`config.mk`:
```
export PLATFORM = sky130hd
export DESIGN_NAME = mult_accum
export DESIGN_NICKNAME = d
export VERILOG_FILES = /design/src/rtl/mult_accum.sv
export SDC_FILE = /design/constraint.sdc
export NUM_CORES = 1
export LEC_CHECK = 0
export BUFFER_PORTS_ARGS = -buffer_cell sky130_fd_sc_hd__buf_2
export CORE_MARGIN = 10
export CORE_UTILIZATION = 25
export CTS_CLUSTER_SIZE = 28
export DETAILED_ROUTE_END_ITERATION = 10
export SLEW_MARGIN = 25
export SYNTH_ARGS = -nofsm -noshare
export SYNTH_HDL_FRONTEND = slang
export SYNTH_SLANG_ARGS = --single-unit
export TNS_END_PERCENT = 20
```
`constraint.sdc`:
```
create_clock -name clk -period 4.85 [get_ports clk]
set_input_delay 0.7275 -clock clk [delete_from_list [all_inputs] [get_ports clk]]
set_output_delay 0.7275 -clock clk [all_outputs]
set_load 0.05 [all_outputs]
```
`src/rtl/mult_accum.sv`:
```
// Dot-product accumulator behind the MULT core with a 2-deep result FIFO.
// Define MULT_ACCUM_SATURATE_EN for saturating arithmetic and a sticky sat flag.
module mult_accum #(
  parameter int MULT_LAT = 3,
  parameter int P_W      = 32,
  parameter int ACC_W    = 40
) (
  input  logic                    clk,
  input  logic                    rst,
  input  logic                    ab_valid,
  input  logic                    ab_last,
  input  logic signed [P_W-1:0]   p,
  output logic signed [ACC_W-1:0] out_data,
  output logic                    out_valid,
  input  logic                    out_ready,
  output logic                    overrun,
  output logic                    sat,
  output logic                    idle
);

  logic [MULT_LAT-1:0] v_sr;
  logic [MULT_LAT-1:0] l_sr;
  logic v_al;
  logic l_al;

  logic signed [ACC_W-1:0] acc;
  logic signed [ACC_W-1:0] base;
  logic signed [ACC_W-1:0] pext;
  logic signed [ACC_W-1:0] raw;
  logic signed [ACC_W-1:0] sum;
  logic first;
  logic ovf;

  logic signed [ACC_W-1:0] mem [2];
  logic       rd_ptr;
  logic       wr_ptr;
  logic [1:0] cnt;
  logic       push;
  logic       pop;
  logic       full;
  logic       do_push;

  // Issue strobes ride a chain matching the multiplier latency.
  always_ff @(posedge clk or posedge rst) begin
    if (rst) begin
      v_sr <= '0;
      l_sr <= '0;
    end else begin
      v_sr[0] <= ab_valid;
      l_sr[0] <= ab_valid & ab_last;
      for (int i = 1; i < MULT_LAT; i++) begin
        v_sr[i] <= v_sr[i-1];
        l_sr[i] <= l_sr[i-1];
      end
    end
  end

  assign v_al = v_sr[MULT_LAT-1];
  assign l_al = l_sr[MULT_LAT-1] & v_al;

  // Next accumulator value: fresh start on first term, wrap or clamp.
  always_comb begin
    base = first ? '0 : acc;
    pext = {{(ACC_W-P_W){p[P_W-1]}}, p};
    raw  = base + pext;
    ovf  = (base[ACC_W-1] == pext[ACC_W-1]) &&
           (raw[ACC_W-1] != base[ACC_W-1]);
    sum  = raw;
`ifdef MULT_ACCUM_SATURATE_EN
    if (ovf) begin
      sum = base[ACC_W-1] ? {1'b1, {(ACC_W-1){1'b0}}}
                          : {1'b0, {(ACC_W-1){1'b1}}};
    end
`endif
  end

  // Accumulator and group-start flag advance on each aligned term.
  always_ff @(posedge clk or posedge rst) begin
    if (rst) begin
      acc   <= '0;
      first <= 1'b1;
    end else if (v_al) begin
      acc   <= sum;
      first <= l_al;
    end
  end

`ifdef MULT_ACCUM_SATURATE_EN
  // Sticky record of any clamped accumulation.
  always_ff @(posedge clk or posedge rst) begin
    if (rst) sat <= 1'b0;
    else if (v_al && ovf) sat <= 1'b1;
  end
`else
  assign sat = 1'b0;
`endif

  assign push    = l_al;
  assign pop     = out_valid & out_ready;
  assign full    = (cnt == 2'd2);
  assign do_push = push & (~full | pop);

  // Result FIFO; a push into a full FIFO without a pop is dropped.
  always_ff @(posedge clk or posedge rst) begin
    if (rst) begin
      mem[0]  <= '0;
      mem[1]  <= '0;
      rd_ptr  <= 1'b0;
      wr_ptr  <= 1'b0;
      cnt     <= 2'd0;
      overrun <= 1'b0;
    end else begin
      if (do_push) begin
        mem[wr_ptr] <= sum;
        wr_ptr      <= ~wr_ptr;
      end
      if (pop) rd_ptr <= ~rd_ptr;
      unique case ({do_push, pop})
        2'b10:   cnt <= cnt + 2'd1;
        2'b01:   cnt <= cnt - 2'd1;
        default: cnt <= cnt;
      endcase
      if (push && full && !pop) overrun <= 1'b1;
    end
  end

  assign out_valid = (cnt != 2'd0);
  assign out_data  = mem[rd_ptr];
  assign idle      = ~|v_sr & first & (cnt == 2'd0);

endmodule
```
==> impl_metrics.toml <==
[cts]
skew_pair_late_insertion_delay_ns = 0.42
tritoncts = "yes"
htree_levels = 4
ctsHoldBuffers = 0
post_cts_setup_bufs = 0
clock-root-buffer = "clkbuf_16"
cts_made_buffers = 17
clock_tree.buffer_depth = 2
cts-resized-gates = 0
path_clk_slew_ns = 0.06
clkSinkCount = 132

[grt]
grt_pass1_vias = 6433
antenna_violations_before_repair = 0
grt_overflow = 0
grt_overall_usage_pct = 11.0
grt_start_max_net_pins = 103
global_route_wire_length_before_repair_mm = 36.3

[logic_synthesis]
dominantRegCellSynth = "dfrtp_1"
synth_enable_flop_cells = 0
synth_top_cell_by_area = "dfrtp_1"
synth_top_area_share_pct = 39.5
postSynthNetCount = 952
synthDistinctLibCells = 66
largest_cells_by_area_after_synthesis = "dfrtp_1 (40%), mux2_2 (13%), nand2_1 (6.7%)"
mappedNetlistArea_sq_um = 8290
synth_async_sr_flop_share_pct = 100
seq_area_frac_synth_pct = 39.9
syn-mean-instance-area_sq_um = 9.49
number_of_instances_in_the_synthesized_netlist = 874
synth_seq_cells = 132
synthesis.yosys.warnings = 0

[sta]
final.min_clock_period_ns = 3.79
final_min_period_over_clock_period_pct = 78.2
worst_pin_slew_ns = 0.837
timing.fmax_ghz = 0.264
grt_setup_unrepaired = "no"
maxSlewViolCount = 0
slew-limit-headroom_pct = 44.2
finalHoldViolCount = 0
timing.final.setup_violations = 0
setup_total_negative_slack_ns = 0
final.setup_skew_ns = 0.0136

[routing]
postRouteAntennaNets = 0
route.detailed.drc = 0
wirelength_per_cell_microns = 16.2
post_detailed_routing_wire_length_mm = 22.4
vias_per_cell = 4.71
via_count = 6510
drt_first_iter_violations = 384
firstDrtPassIters = 5

[worst_setup_path]
worst_ep_arrival_time_ns = 4.09
worst_r2r_path_depth = 11
critPathMaxFanout = 30
timing.setup.critical_path_class = "reg -> reg"
worst_setup_path_start_kind = "flop"
critical_path.endpoint_type = "flop"
max_stage_delay_cell_worst_path = "dfstp_2"
timing.critical_path.required_ns = 5.15
timing.critical_path.slowest_cell_delay_ns = 0.94
timing.critical_path.cells = "buf_4, nor2b_1, ha_1, a21oi_1, a21boi_0, a311oi_1, o211ai_1, a21o_1, nor2_1, xor3_1, mux2_2"

[power_and_ir_drop]
leakagePower_uw = 0.00428
power.density_nw_per_um2 = 778
total_power_uw = 7540
max-vdd-ir-drop_uv = 257

[floorplanning]
placementRows = 66
die_h_microns = 202
coreArea_sq_um = 32600
initial_utilization_pct = 25.4
ioPinCount = 81
fp.dieW_microns = 202
floorplan.die_area_sq_um = 40800

[status]
status = "finished clean"

[layout]
layout-drive-gt1-share_pct = 24.4
diodes = 0
layout_commonest_cell = "nand2_1"
most_frequent_cells_in_the_layout = "nand2_1 (149), dfrtp_1 (129), mux2_2 (97), buf_2 (79), a21oi_1 (48)"
flow.area_growth_from_synthesis_pct = 17.0
final_nets = 1006

[place]
io_buffer_count = 79
gp_congestion = 0.856
dp_hpwl_mm = 16.2

[worst_hold_path]
worstHoldPathCells = 0
worst_hold_path_type = "reg -> reg"

[flow_run]
cap_violations = 0
[cells in the mapped netlist (7+ instances only)]
master and number:
nand2_1 149, dfrtp_1 131, mux2_2 97, a21oi_1 48, nor2b_1 43, ha_1 40, nor2_1 36, clkbuf_1 32
o21ai_0 25, nand3_1 22, xnor2_1 21, nand4_1 15, inv_1 14, a21o_1 13, and2_1 12, o31ai_1 12
buf_1 11, and3_1 10, o21bai_1 10, o211ai_1 9, xor2_1 9, nor3_1 8, o21ai_1 8, buf_2 7
mux2i_1 7
[through the flow]
stage               setup WS [ns]  hold slack, ns  area, sq um  util [%]  instances
floorplan                   0.598           0.331         8290         -        874
global placement             1.12           0.332         9100      27.9       1351
detailed placement           1.08           0.336         9100      27.9       1351
CTS                          1.06           0.349         9690      29.7       1383
global route                0.754           0.369         9700      29.7       1383
finish                       1.06           0.347         9700      29.7       1383
[path summary, 6_finish.rpt]
path                         start  endpoint  slack (ns)
min reg2reg                l_sr[1]   l_sr[2]        0.35
min                        l_sr[1]   l_sr[2]        0.35
max                          first   mem[39]        1.06
max in group asynchronous      rst   acc[24]        3.55
min in group asynchronous      rst   mem[46]        0.43
max reg2reg                  first   mem[39]        1.06
[worst max-delay path, delay by kind of cell (launching register included)]
family	cells	cell delay [ns]
buffers and inverters	1	0.31
adders and majority gates	1	0.47
DFF	1	0.94
and+or+nand+nor	2	0.21
AOI/OAI and AO/OA	5	1.12
xor gates and xnor gates	1	0.33
muxes	1	0.27
[final cells by class]
| type | instances | area, sq um |
|---|---|---|
| Tap cell | 442 | 553 |
| Timing Repair Buffer | 86 | 448 |
| Fill cell | 3447 | 22900 |
| Clock inverter | 9 | 128 |
| Inverter | 14 | 60.1 |
| Sequential cell | 132 | 3310 |
| Clock buffer | 23 | 468 |
| Multi-Input combinational cell | 677 | 4730 |
[where the power goes]
group	internal, uW	switching (uW)	total (uW)
clock	833	491	1320
sequential	1630	320	1950
combinational	1560	2710	4270
[registers in the layout, summed over array words and instances, names as in the netlist]
signal / count
rd_ptr: 1
v_sr: 3
mem: 80
overrun: 1
wr_ptr: 1
first: 1
l_sr: 3
cnt: 2
acc: 40
[layer usage]
layer / vias up / share of wire, % / track usage [%]
li1: 3226 / - / -
met1: 3143 / 49 / 15.2
met2: 122 / 46 / 17.3
met3: 19 / 3.2 / 2.11
met4: 0 / 1.1 / 3.04
met5: - / 0 / 0
[logic make-up after synthesis]
| logic type | count (synthesis) | share of synthesized area, % |
|---|---|---|
| AND/OR/NAND/NOR | 322 | 18.6 |
| AO/OA/AOI/OAI | 178 | 14.7 |
| flip-flops | 132 | 39.9 |
| multiplexers | 104 | 14.0 |
| buffers and inverters | 65 | 3.09 |
| adder cells (fa/ha/maj) | 41 | 6.28 |
| XOR/XNOR | 31 | 3.46 |
| other | 1 | 0.0452 |
No activity file was read; power rests on OpenSTA's default activity.
